[config.mk]
export PLATFORM = sky130hd
export DESIGN_NAME = tick_counter_gen_flat
export DESIGN_NICKNAME = d
export VERILOG_FILES = /design/src/rtl/tick_counter_gen_if.sv /design/src/rtl/tick_counter_gen.sv /design/src/flat_wrapper.sv
export SDC_FILE = /design/constraint.sdc
export NUM_CORES = 1
export LEC_CHECK = 0
export ABC_CLOCK_PERIOD_IN_PS = 1850
export BUFFER_PORTS_ARGS = -buffer_cell sky130_fd_sc_hd__buf_2
export CAP_MARGIN = 15
export CORE_MARGIN = 1
export CORE_UTILIZATION = 54
export CTS_BUF_LIST = sky130_fd_sc_hd__clkbuf_8
export DETAILED_ROUTE_END_ITERATION = 8
export PLACE_DENSITY = 0.82
export SLEW_MARGIN = 0
export SYNTH_ARGS = -nofsm -noshare
export SYNTH_HDL_FRONTEND = slang
export SYNTH_SLANG_ARGS = --single-unit
[constraint.sdc]
create_clock -name i_clk -period 1.85 [get_ports i_clk]
set_input_delay 0.37 -clock i_clk [delete_from_list [all_inputs] [get_ports i_clk]]
set_output_delay 0.37 -clock i_clk [all_outputs]
set_load 0.05 [all_outputs]
[src/rtl/tick_counter_gen_if.sv]
// Control and status bundle for tick_counter_gen.
// The master drives the control strobes and the slave returns the registered count and pulses.
interface tick_counter_gen_if #(
  parameter int WIDTH = 8
);
  logic             enable;
  logic [1:0]       mode;
  logic             load;
  logic [WIDTH-1:0] load_value;
  logic [WIDTH-1:0] counter;
  logic             tick;
  logic             flipper;
  logic             wrap;

  modport master (
    output enable, mode, load, load_value,
    input  counter, tick, flipper, wrap
  );

  modport slave (
    input  enable, mode, load, load_value,
    output counter, tick, flipper, wrap
  );
endinterface

[src/rtl/tick_counter_gen.sv]
// Divides the clock down to a tick rate and drives a WIDTH-bit counter.
// The counter steps up, steps down, bounces or holds on each tick; flipper toggles and wrap flags the turnarounds.
module tick_counter_gen #(
  parameter int CLK_HZ  = 100000000,
  parameter int TICK_HZ = 1,
  parameter int WIDTH   = 8
) (
  input  logic                i_clk,
  input  logic                i_rst_n,
  tick_counter_gen_if.slave   io
);
  localparam int DIV = CLK_HZ / TICK_HZ;
  localparam int PW  = (DIV > 2) ? $clog2(DIV) : 1;
  localparam logic [PW-1:0]    LAST = PW'(DIV - 1);
  localparam logic [WIDTH-1:0] MAX  = '1;

  if (DIV < 2) begin : g_div_check
    $error("tick_counter_gen: CLK_HZ / TICK_HZ must be at least 2");
  end

  typedef enum logic {
    DIR_UP   = 1'b0,
    DIR_DOWN = 1'b1
  } dir_t;

  logic [PW-1:0]    r_presc, w_presc_next;
  logic [WIDTH-1:0] r_count, w_count_next;
  logic             r_tick,  w_tick_next;
  logic             r_flip,  w_flip_next;
  logic             r_wrap,  w_wrap_next;
  dir_t             r_dir,   w_dir_next;

  always_ff @(posedge i_clk or negedge i_rst_n) begin
    if (!i_rst_n) begin
      r_presc <= '0;
      r_count <= '0;
      r_tick  <= 1'b0;
      r_flip  <= 1'b0;
      r_wrap  <= 1'b0;
      r_dir   <= DIR_UP;
    end else begin
      r_presc <= w_presc_next;
      r_count <= w_count_next;
      r_tick  <= w_tick_next;
      r_flip  <= w_flip_next;
      r_wrap  <= w_wrap_next;
      r_dir   <= w_dir_next;
    end
  end

  always_comb begin
    w_presc_next = r_presc;
    w_count_next = r_count;
    w_tick_next  = 1'b0;
    w_flip_next  = r_flip;
    w_wrap_next  = 1'b0;
    w_dir_next   = r_dir;

    // Load overrides everything, including a tick that would have landed this edge.
    if (io.load) begin
      w_count_next = io.load_value;
      w_presc_next = '0;
      w_dir_next   = DIR_UP;
    end else if (io.enable) begin
      if (r_presc == LAST) begin
        w_presc_next = '0;
        w_tick_next  = 1'b1;
        w_flip_next  = ~r_flip;
        unique case (io.mode)
          2'b00: begin
            w_count_next = r_count + 1'b1;
            w_wrap_next  = (r_count == MAX);
          end
          2'b01: begin
            w_count_next = r_count - 1'b1;
            w_wrap_next  = (r_count == '0);
          end
          2'b10: begin
            if (r_dir == DIR_UP) begin
              if (r_count == MAX) begin
                w_count_next = MAX - 1'b1;
                w_dir_next   = DIR_DOWN;
                w_wrap_next  = 1'b1;
              end else begin
                w_count_next = r_count + 1'b1;
              end
            end else begin
              if (r_count == '0) begin
                w_count_next = WIDTH'(1);
                w_dir_next   = DIR_UP;
                w_wrap_next  = 1'b1;
              end else begin
                w_count_next = r_count - 1'b1;
              end
            end
          end
          default: begin
          end
        endcase
      end else begin
        w_presc_next = r_presc + 1'b1;
      end
    end
  end

  assign io.counter = r_count;
  assign io.tick    = r_tick;
  assign io.flipper = r_flip;
  assign io.wrap    = r_wrap;
endmodule

[src/flat_wrapper.sv]
// flat-port wrapper written by rule: the top's interface ports become plain ports
module tick_counter_gen_flat 
#(
  parameter int CLK_HZ  = 100000000,
  parameter int TICK_HZ = 1,
  parameter int WIDTH   = 8
)
  (i_clk, i_rst_n, io_enable, io_mode, io_load, io_load_value, io_counter, io_tick, io_flipper, io_wrap);
  tick_counter_gen_if #(.WIDTH(WIDTH)) io_i ();
  input  logic i_clk;
  input  logic i_rst_n;
  input wire logic [$bits(io_i.enable)-1:0] io_enable;
  input wire logic [$bits(io_i.mode)-1:0] io_mode;
  input wire logic [$bits(io_i.load)-1:0] io_load;
  input wire logic [$bits(io_i.load_value)-1:0] io_load_value;
  output wire logic [$bits(io_i.counter)-1:0] io_counter;
  output wire logic [$bits(io_i.tick)-1:0] io_tick;
  output wire logic [$bits(io_i.flipper)-1:0] io_flipper;
  output wire logic [$bits(io_i.wrap)-1:0] io_wrap;
  assign io_i.enable = io_enable;
  assign io_i.mode = io_mode;
  assign io_i.load = io_load;
  assign io_i.load_value = io_load_value;
  assign io_counter = io_i.counter;
  assign io_tick = io_i.tick;
  assign io_flipper = io_i.flipper;
  assign io_wrap = io_i.wrap;
  tick_counter_gen #(.CLK_HZ(CLK_HZ), .TICK_HZ(TICK_HZ), .WIDTH(WIDTH)) u_core (.i_clk(i_clk), .i_rst_n(i_rst_n), .io(io_i));
endmodule
==> flow_metrics.py <==
metrics = {
    "status": {
        "status": "complete, but fails checks",
        "violations": "negative setup slack",
    },
    "grt": {
        "overflow": 0,
        "grtUsageTotal": 0.328,
        "grt_pass1_vias": 2941,
        "grt_pass1_wl_um": 13700,
        "antenna_found_initial": 0,
        "grt_max_degree": 22,
    },
    "layout": {
        "final_util": 0.772,
        "n_antenna_cell": 0,
        "drive_above_1_share": 0.375,
        "fin_nets": 456,
        "syn_to_final_growth_pct": 37.3,
        "final_area_mm2": 0.00394,
    },
    "logic_synthesis": {
        "yosysUniqueCellTypes": 59,
        "syn_area_mm2": 0.00287,
        "yosys-top-cells-count": "dfrtp_1 (39), nor2_1 (39), nand2_1 (30)",
        "synth_nets": 369,
        "synth-seq-cells": 39,
        "synthTopCellsByArea": "dfrtp_1 (34%), xnor2_1 (6.1%), nor2_1 (5.1%)",
        "synth_ff_type": "dfrtp_1",
        "synth_top_area_share": 0.340,
        "async_reset_ff_frac": 1.00,
        "synth_edf_count": 0,
        "synth_cells": 347,
        "syn_avg_cell_area_um2": 8.27,
        "ys_seq_area_frac": 0.340,
        "yosys_warnings": 0,
        "yosysTopAreaCell": "dfrtp_1",
    },
    "power": {
        "finalPower_mw": 2.10,
        "powerDensity_mw_per_mm2": 533,
        "p_leak_nw": 1.66,
        "vdd_drop_max_mv": 0.512,
    },
    "sta": {
        "rsz0062_at_grt": "true",
        "worst_pin_slew_ns": 0.508,
        "hold_viol_final": 0,
        "clock_skew_ns": 0.00529,
        "max_freq_mhz": 505,
        "finalSetupViolCount": 36,
        "final_max_slew_viol_count": 0,
        "setup_ws_ns": -0.130,
        "slew_headroom": 0.661,
        "hold_slack_ns": 0.0346,
        "min_period_ns": 1.98,
        "finalCritPeriodShare": 1.07,
    },
    "detailed_routing": {
        "drcViolationCount": 0,
        "wl_met2_um": 4490,
        "first_pass_iters": 5,
        "wl_met1_um": 3550,
        "highest_layer": "met4",
        "met3_length_um": 932,
        "routedWlPerCell_um": 18.7,
        "vias": 3290,
        "drt-initial-drc-count": 297,
        "ant_nets": 0,
        "viasPerCell": 6.51,
        "drt-total-wl_um": 9440,
    },
    "clock_tree": {
        "tritoncts": "done",
        "clkSinkCount": 39,
        "clockBufferDepth": 2,
        "insertion_delay_ns": 0.29,
        "path_clk_slew_ns": 0.08,
        "clockRootBuffer": "clkbuf_8",
        "postCtsHoldBufs": 0,
        "htreeDepth": 2,
        "numCtsBuffers": 5,
    },
    "floorplan": {
        "die_area_mm2": 0.00561,
        "ios": 25,
        "initial_core_util": 0.562,
        "placeableCoreArea_mm2": 0.00511,
        "die_h_um": 74.9,
        "die_width_um": 74.9,
        "fp-row-count": 26,
    },
    "critical_path": {
        "slowest_delay_ns": 0.53,
        "worstSetupPathType": "flop to flop",
        "cp-start-kind": "flop",
        "cpLargestDelayFamily": "simple AND/OR/NAND/NOR gates",
        "path_cells": "or4_4 > nor4_4 > buf_4 > a21oi_4 > a21bo_2 > a31oi_1",
        "slowest_stage": "or4_4",
        "arrival_ns": 2.15,
        "worstPathRequired_ns": 2.02,
        "crit_fanout": 6,
        "path_buf_inv": 1,
        "end_kind": "flop",
    },
    "placed_design": {
        "place_congestion": 0.948,
        "pre_cts_ws_ns": -0.159,
        "placed_cell_area_mm2": 0.00358,
        "dpl.hpwl_um": 6370,
        "port_buffers": 24,
    },
    "run": {
        "max_cap_violations": 0,
    },
    "min_path": {
        "hold_path.class": "primary input to asynchronous set/reset pin",
    },
}
registers in the layout, summed over array words and instances, names as in the netlist:
register / flops
u_core.io.flipper: 1
u_core.r_presc: 27
u_core.r_dir: 1
u_core.io.wrap: 1
u_core.io.counter: 8
u_core.io.tick: 1
worst paths after layout:
| check | endpoint | cells after the start | from | slack, ns |
|---|---|---|---|---|
| worst max-delay path | u_core.r_presc[25]$_DFFE_PN0P_ | 6 | u_core.r_presc[11]$_DFFE_PN0P_ | -0.13 |
| worst max register to register | u_core.r_presc[25]$_DFFE_PN0P_ | 6 | u_core.r_presc[11]$_DFFE_PN0P_ | -0.13 |
| max in group asynchronous | u_core.r_presc[11]$_DFFE_PN0P_ | 2 | i_rst_n | 1.26 |
| min in group i_clk | u_core.io.counter[4]$_DFFE_PN0P_ | 3 | io_load_value[4] | 0.33 |
| worst min register to register | u_core.io.flipper$_DFFE_PN0P_ | 1 | u_core.io.flipper$_DFFE_PN0P_ | 0.46 |
| worst min-delay path | u_core.io.flipper$_DFFE_PN0P_ | 1 | i_rst_n | 0.03 |
layer usage:
metal	vias up	track usage
li1	1452	-
met1	1532	0.408
met2	252	0.544
met3	54	0.0710
met4	0	0.159
met5	-	0
worst reg2reg max path, stage by stage (launching register included):
cell     delay (ns)
dfrtp_1        0.40
or4_4          0.53
nor4_4         0.30
buf_4          0.23
a21oi_4        0.09
a21bo_2        0.21
a31oi_1        0.09
power by group:
| group | internal [mW] | switching (mW) | total [mW] |
|---|---|---|---|
| clock network | 0.339 | 0.308 | 0.647 |
| registers | 0.873 | 0.0434 | 0.917 |
| logic | 0.218 | 0.318 | 0.537 |
| total | 1.43 | 0.670 | 2.10 |
logic make-up (layout without fill, tap and decap cells):
family,Yosys count,after routing,synth area share
AO/OA/AOI/OAI,78,79,0.183
XOR/XNOR,25,25,0.0763
adder cells (fa/ha/maj),8,8,0.0349
buffers and inverters,38,125,0.0549
flip-flops,39,39,0.340
multiplexers,4,4,0.0148
AND/OR/NAND/NOR,155,155,0.296
layout make-up:
type | instances | area (µm²)
multi-input cells | 271 | 1970
fillers | 352 | 1170
flip-flops and latches | 39 | 982
repair buffers | 101 | 727
clock buffers | 7 | 96.3
well taps | 70 | 87.6
inverters | 16 | 70.1
clock inverters | 1 | 7.51
cell usage in the layout, fill, tap and decap left out, types with 4 or more instances in the layout:
master	count
xor2_1	5
nor3_1	9
buf_4	74
nand3_1	16
nor4_4	4
buf_2	24
nand4_1	11
inv_1	14
nand2_1	29
a31oi_1	13
a21oi_4	4
clkbuf_8	7
ha_1	4
dfrtp_2	5
and4_1	5
or3_1	4
o21ai_0	11
a21oi_1	9
o211ai_1	5
a21oi_2	6
dfrtp_1	34
xnor2_1	20
nor2_1	39
metrics by stage:
step | instances | TNS (ns)
floorplan | 347 | -0.538
global placement | 487 | -0.772
CTS | 500 | -0.134
global route | 505 | -3.98
finish | 505 | -2.39
detailed placement | 487 | -2.14
repair_timing:
| action | in CTS | in global routing |
|---|---|---|
| setup endpoints to repair | 38 | 37 |
| buffers inserted | 5 | 4 |
| gates resized for setup | 20 | 16 |
| pin swaps | 18 | 14 |
| cloned | 0 | 1 |
| endpoints found under the hold margin | 0 | 0 |
Note: power is estimated with default switching activity, not from simulation.
